`config.mk`:
```
export PLATFORM = sky130hd
export DESIGN_NAME = aer_out_receiver
export DESIGN_NICKNAME = d
export VERILOG_FILES = /design/src/rtl/aer_out_receiver.sv
export SDC_FILE = /design/constraint.sdc
export NUM_CORES = 1
export LEC_CHECK = 0
export BUFFER_PORTS_ARGS = -buffer_cell sky130_fd_sc_hd__buf_2
export CORE_ASPECT_RATIO = 0.6
export CORE_MARGIN = 2
export CORE_UTILIZATION = 45
export CTS_CLUSTER_SIZE = 12
export DETAILED_ROUTE_END_ITERATION = 10
export GPL_TIMING_DRIVEN = 0
export MAX_ROUTING_LAYER = met4
export PLACE_DENSITY_LB_ADDON = 0.1
export SYNTH_ARGS = -nofsm -noshare
export SYNTH_HDL_FRONTEND = slang
export SYNTH_SLANG_ARGS = --single-unit
```
`constraint.sdc`:
```
create_clock -name CLK -period 3.25 [get_ports CLK]
set_clock_uncertainty 0.15 [all_clocks]
set_input_delay 0 -clock CLK [delete_from_list [all_inputs] [get_ports CLK]]
set_output_delay 0 -clock CLK [all_outputs]
set_load 0.1 [all_outputs]
```
`src/rtl/aer_out_receiver.sv`:
```
`default_nettype none
// ============================================================================
// aer_out_receiver: four-phase AER output receiver with event FIFO and
// per-sample spike counter.  Rev 1.0
// ============================================================================
module aer_out_receiver #(
  parameter int ADDR_W     = 10,
  parameter int FIFO_DEPTH = 16,
  parameter int CNT_W      = 16
) (
  input  logic                          CLK,
  input  logic                          RST,
  input  logic [ADDR_W-1:0]             AEROUT_ADDR,
  input  logic                          AEROUT_REQ,
  output logic                          AEROUT_ACK,
  input  logic                          SAMPLE_DONE,
  output logic                          EVT_VALID,
  output logic [ADDR_W-1:0]             EVT_ADDR,
  input  logic                          EVT_READY,
  output logic [$clog2(FIFO_DEPTH):0]   FIFO_COUNT,
  output logic [CNT_W-1:0]              SPIKE_COUNT,
  output logic [CNT_W-1:0]              SAMPLE_SPIKES
);

  localparam int                PTR_W     = $clog2(FIFO_DEPTH);
  localparam logic [PTR_W:0]    DEPTH_C   = (PTR_W+1)'(FIFO_DEPTH);
  localparam logic [CNT_W-1:0]  SPIKE_MAX = '1;
  localparam logic [0:0]        IDLE      = 1'b0;
  localparam logic [0:0]        ACK       = 1'b1;

  logic              req_meta_q, req_s_q;
  logic [0:0]        state_q, state_d;
  logic              ack_q, ack_d;
  logic [ADDR_W-1:0] mem_q [FIFO_DEPTH];
  logic [ADDR_W-1:0] mem_d [FIFO_DEPTH];
  logic [PTR_W-1:0]  wr_ptr_q, wr_ptr_d;
  logic [PTR_W-1:0]  rd_ptr_q, rd_ptr_d;
  logic [PTR_W:0]    count_q, count_d;
  logic              valid_q, valid_d;
  logic [ADDR_W-1:0] head_q, head_d;
  logic [CNT_W-1:0]  spike_q, spike_d;
  logic [CNT_W-1:0]  sample_q, sample_d;
  logic [CNT_W-1:0]  spike_inc;
  logic              push, pop;

  // Full check looks only at pre-edge occupancy, so a same-edge pop never frees a slot.
  always_comb begin
    push = (state_q == IDLE) && req_s_q && (count_q != DEPTH_C);
    pop  = EVT_READY && valid_q;
  end

  always_comb begin
    state_d = state_q;
    ack_d   = ack_q;
    case (state_q)
      IDLE: begin
        if (push) begin
          state_d = ACK;
          ack_d   = 1'b1;
        end
      end
      default: begin
        if (!req_s_q) begin
          state_d = IDLE;
          ack_d   = 1'b0;
        end
      end
    endcase
  end

  always_comb begin
    mem_d    = mem_q;
    wr_ptr_d = wr_ptr_q;
    rd_ptr_d = rd_ptr_q;
    count_d  = count_q;
    if (push) begin
      mem_d[wr_ptr_q] = AEROUT_ADDR;
      wr_ptr_d        = wr_ptr_q + 1'b1;
    end
    if (pop) begin
      rd_ptr_d = rd_ptr_q + 1'b1;
    end
    if (push && !pop) begin
      count_d = count_q + 1'b1;
    end else if (pop && !push) begin
      count_d = count_q - 1'b1;
    end
    valid_d = (count_d != '0);
    // The new head may be the word written on this very edge, not yet in mem_q.
    head_d = head_q;
    if (count_d != '0) begin
      if (push && (rd_ptr_d == wr_ptr_q)) begin
        head_d = AEROUT_ADDR;
      end else begin
        head_d = mem_q[rd_ptr_d];
      end
    end
  end

  always_comb begin
    spike_inc = (spike_q == SPIKE_MAX) ? spike_q : spike_q + 1'b1;
    spike_d   = spike_q;
    sample_d  = sample_q;
    if (SAMPLE_DONE) begin
      sample_d = push ? spike_inc : spike_q;
      spike_d  = push ? CNT_W'(1) : '0;
    end else if (push) begin
      spike_d = spike_inc;
    end
  end

  always_ff @(posedge CLK) begin
    if (!RST) begin
      req_meta_q <= 1'b0;
      req_s_q    <= 1'b0;
      state_q    <= IDLE;
      ack_q      <= 1'b0;
      wr_ptr_q   <= '0;
      rd_ptr_q   <= '0;
      count_q    <= '0;
      valid_q    <= 1'b0;
      head_q     <= '0;
      spike_q    <= '0;
      sample_q   <= '0;
    end else begin
      req_meta_q <= AEROUT_REQ;
      req_s_q    <= req_meta_q;
      state_q    <= state_d;
      ack_q      <= ack_d;
      wr_ptr_q   <= wr_ptr_d;
      rd_ptr_q   <= rd_ptr_d;
      count_q    <= count_d;
      valid_q    <= valid_d;
      head_q     <= head_d;
      spike_q    <= spike_d;
      sample_q   <= sample_d;
    end
  end

  always_ff @(posedge CLK) begin
    mem_q <= mem_d;
  end

  assign AEROUT_ACK    = ack_q;
  assign EVT_VALID     = valid_q;
  assign EVT_ADDR      = head_q;
  assign FIFO_COUNT    = count_q;
  assign SPIKE_COUNT   = spike_q;
  assign SAMPLE_SPIKES = sample_q;

endmodule
`default_nettype wire

```
**Yosys cells after proc, flatten, opt, wreduce, memory -nomap -nowiden**

Cells that the tools add are included.

- $add $sub $neg: 5
- Multipliers: 0
- Div/mod/pow operators: 0
- Order comparisons: 3
- Eq/ne operators: 4
- Shift operators: 0
- Multiplexer cells: 20
- Bitwise operators: 3
- Reduce and logical (&&, ||, !) cells: 12

Operators with widths:

| kind | number |
|---|---|
| $bwmux 160 | 1 |
| $mux 16 | 3 |
| $bmux 10 s4 | 1 |
| $demux 10 s4 | 1 |
| $mux 10 | 4 |
| $add 16x1->16 const B | 1 |
| $eq 16x16->1 const B | 1 |
| $ge 5x5->1 const B | 2 |
| $mux 5 | 2 |
| $not 4->5 | 2 |
| $add 4x1->4 const B | 2 |
| $logic_and 1x1->1 | 7 |
| $mux 1 | 7 |
| $add 5x1->5 const B | 1 |
| $lt 5x1->1 const B | 1 |
| $ne 5x5->1 const B | 1 |
| $reduce_bool 5->1 | 1 |
| $sub 5x1->5 const B | 1 |
| $eq 4x4->1 | 1 |
| $mux 4 | 1 |
| $logic_not 1->1 | 2 |
| $ne 2x2->1 const B | 1 |
| $reduce_and 2->1 | 1 |
| $reduce_bool 2->1 | 1 |
| $not 1->1 | 1 |

- Flip-flop bits (word level): 220
- Latch bits: 0
- Memory bits (writable): 0
- Memory bits (read-only): 0
- Output and inout bits: 49
- Memories: 0

**Longest topological paths before layout**

- Depth after elaboration: 8
- Gate-level depth with buffers: 11
- Depth with buffers taken out: 9

**Worst setup path after synthesis**

OpenSTA, ideal clock, no wires.

- Path kind: register -> register
- Start: register count_q[0], in the netlist FIFO_COUNT[0]
- End: register mem_q[120] (netlist bit), enable pin
- Setup time: 390 ps
- Data arrival time: 3154 ps
- Slack: -444 ps
- Stages on the path, launching flop included: 8
- Path buffers: 1
- Period minus slack after synthesis: 3694 ps
- Cells stage by stage: dfxtp_1 > inv_1 > ha_1 > nor3b_2 > a21oi_1 > clkbuf_1 > nand2_1 > nor3_1

- Word-level cells in the longest chain between the ends: 2

RTL lines:

| item | RTL line | text |
|---|---|---|
| from (decl) | 38 | `logic [PTR_W:0] count_q, count_d;` |
| from (signal assigned) | 132 | `count_q <= count_d;` |
| $ne 5x5->1 | 48 | `push = (state_q == IDLE) && req_s_q && (count_q != DEPTH_C);` |
| $logic_and 1x1->1 | 48 |  |
| to (signal assigned) | 141 | `mem_q <= mem_d;` |
| to (decl) | 34 | `logic [ADDR_W-1:0] mem_q [FIFO_DEPTH];` |

Every way passes these cells.
A chain may end at the register's enable or synchronous reset.

**Worst setup path in the final report**

- Start: register count_q[1], in the netlist FIFO_COUNT[1]
- End: register head_q[7], in the netlist EVT_ADDR[7]

- Word-level cells in the longest chain between the ends: 7
- Elaborated cells between the ends (all ways): 12
- Classes of those cells: 2 x add/sub; 1 x eq/ne; 3 x mux; 6 x reduce/logical

RTL lines:

| item | RTL line | text |
|---|---|---|
| branches (longest 7 deep; another with $sub 5x1->5) | n/a |  |
| to (signal assigned) | 122 | `head_q <= '0;` |
| to (signal assigned) | 134 | `head_q <= head_d;` |
| to (decl) | 40 | `logic [ADDR_W-1:0] head_q, head_d;` |

Several ways; the timed one is not identified.

==> results.txt <==
post-synthesis mux area share: 6.30%
nets: 810
Final Core Density: 54.1%
syn_nets: 699
DRT antenna net count: 0
share of cells above drive strength 1: 19.9%
Pre-Repair DR Iteration Count: 5
Synth Area in Compound Gates: 10.6%
most numerous cell in the Yosys netlist: edfxtp_1
Post-DP Area: 9700 µm²
clk root buf: clkbuf_16
vias per std cell: 5.64
Hold Violations, Final: 0
final cell count without fillers: 1076
count of state elements after synthesis: 220
Initial Util: 45.5%
Worst VDD drop: 703 µV
largest family of logic cells by synthesized area: compound AO/OA/AOI/OAI gates
Routed WL: 23500 µm
Synth top area share: 53.2%
Startpoint Class: register
Synth Cell Area: 9020 µm²
Ys Warns: 0
type of the worst min-delay path: in2reg
RSZ-0062 raised after global routing: no
post-synthesis xor/xnor area fraction: 2.72%
row count: 40
Max-Cap Viols: 0
Pleak: 3.80 nW
min Tclk post-route: 3.04 ns
# H-tree levels: 1
Setup TNS: 0 ns
pre-CTS setup slack: -0.472 ns
top cells by area, synth: edfxtp_1 (53%), dfxtp_1 (13%), nand2_1 (3.8%)
Cells after Synth: 676
most frequent cells after synthesis: edfxtp_1 (160), nand2_1 (91), dfxtp_1 (60)
max frequency: 0.329 GHz
CTS tree: done
GP Congestion: 0.851
critical path required time: 3.47 ns
Post-synth ARST share: 0%
area share of fa/ha/maj cells after synthesis: 1.22%
status: complete, no violations
CTS Buf Count: 22
first-pass GRT wire length: 35100 µm
Arr. time, crit path: 3.26 ns
Crit. End Element: register
worst-path fanout max: 10
Core Area: 19800 µm²
Vias: 6074
TritonCTS Sinks: 220
DRC errors left: 0
synth unique cells: 61
Synth Flop Type: edfxtp_1
fin area: 10700 µm²
Max-Slew Margin vs Limit: 37.4%
Post-synth EDFFs: 160
Avg Synthesized Cell Area: 13.3 µm²
final slew viol count: 0
Simple-Gate Fraction of Synth Area: 10.5%
largest net degree at the start of global routing: 19
drt wl/cell: 21.9 µm
number of fill cells: 1686
Final setup viols: 0
die height: 114 µm
Pwr per Cell Area: 698 nW/µm²
Area Growth Syn to Fin: 18.8%
Worst-Skew Late Latency: 0.50 ns
Die ar.: 21200 µm²
vias in the first global route: 5719
Starting DRT DRC Count: 557
measured slew at the worst slew-check pin: 0.936 ns
Post-DP HPWL: 15700 µm
Seq/Total Area, Yosys: 66.6%
die width: 187 µm
CTS Buffer Depth: 3
Antenna Cells: 0
# IOs: 64
initial antenna violation count: 0
dpl cells: 1011
final setup margin: 0.210 ns
Final Cycle Share: 93.5%
Total Routing Usage GR: 22.8%
Yosys top cell by area: edfxtp_1
Worst-path clk slew: 0.07 ns
kind of critical path: reg2reg
GRT Residual Overflow: 0
number of buffers added on ports: 62
## final timing paths
path / startpoint / to / slack, ns / cells after the start
setup reg to reg: FIFO_COUNT[1]$_SDFF_PN0_ / EVT_ADDR[7]$_SDFFE_PN0P_ / 0.21 / 11
setup / recovery: FIFO_COUNT[1]$_SDFF_PN0_ / EVT_ADDR[7]$_SDFFE_PN0P_ / 0.21 / 11
hold reg to reg: req_meta_q$_SDFF_PN0_ / req_s_q$_SDFF_PN0_ / 0.29 / 1
hold / removal: AEROUT_REQ / req_meta_q$_SDFF_PN0_ / 0.09 / 3
## cells in the final DEF, fill, tap and decap left out, types with 11 or more instances in the layout
cell	netlist	final
edfxtp_1	160	160
nand2_1	91	91
buf_2	11	73
dfxtp_1	60	58
a21oi_1	34	33
clkbuf_1	18	31
nor2_1	39	27
mux2i_1	23	23
clkbuf_16	0	22
o21ai_0	21	21
and2_1	18	18
a32oi_1	16	16
mux4_2	14	14
xnor2_1	14	14
dlygate4sd3_1	0	14
buf_4	4	12
nor2_4	0	12
nand3_1	11	11
a221oi_1	11	11
## final cells by class
cell class	instances	area, µm²	area share, %
Buffer	34	156	1.46
Clock buffer	38	623	5.81
Clock inverter	2	20.0	0.187
Inverter	9	33.8	0.315
Multi-Input combinational cell	413	2970	27.7
Sequential cell	220	6010	56.0
Tap cell	273	342	3.19
Timing Repair Buffer	87	571	5.32
## power breakdown
group          switching, mW  internal (mW)
logic                   1.42          0.551
clock network           1.02           1.30
registers             0.0856           3.11
total                   2.53           4.96
## worst max-delay path, stage by stage, from the launching register on
cell,delay (ns)
dfxtp_2,0.35
inv_1,0.08
ha_1,0.18
nor3b_2,0.37
a21o_1,0.18
buf_4,0.19
mux2i_1,0.23
xor2_1,0.11
a2111o_2,0.55
buf_2,0.26
o21ai_0,0.18
a31oi_1,0.06
## flip-flops by register name, summed over array words and instances (netlist names)
register	cells
FIFO_COUNT	5
SAMPLE_SPIKES	16
mem_q	160
req_meta_q	1
SPIKE_COUNT	16
EVT_VALID	1
state_q	1
wr_ptr_q	4
req_s_q	1
EVT_ADDR	10
rd_ptr_q	4
AEROUT_ACK	1
## stage by stage
step                      total power [mW]  hold WS [ns]
after floorplan                       4.68       -0.0511
after global placement                5.14        0.0586
after detailed placement              5.18        0.0686
after CTS                             7.50        0.0827
after global routing                  7.79         0.123
final                                 7.49        0.0905
## layer usage
layer | GRT usage [%] | vias to the layer above | share of wire (%)
met5 | - | - | 0
met4 | 3.70 | 0 | 1.0
met3 | 3.88 | 21 | 7.0
met2 | 31.5 | 230 | 42
met1 | 35.6 | 3034 | 50
li1 | - | 2789 | -
## kinds of logic after synthesis
family / after synthesis
AOI/OAI and AO/OA: 136
xor gates and xnor gates: 25
adders and majority gates: 9
buffers and inverters: 43
DFF: 220
muxes: 39
and+or+nand+nor: 204
## timing repair
action,in CTS,in global routing
buffers inserted,2,9
pin swaps,1,6
hold buffers,14,0
resized for setup,18,12
hold endpoints to repair,185,0
setup endpoints to repair,160,173
(Power assumes the default switching activity.)
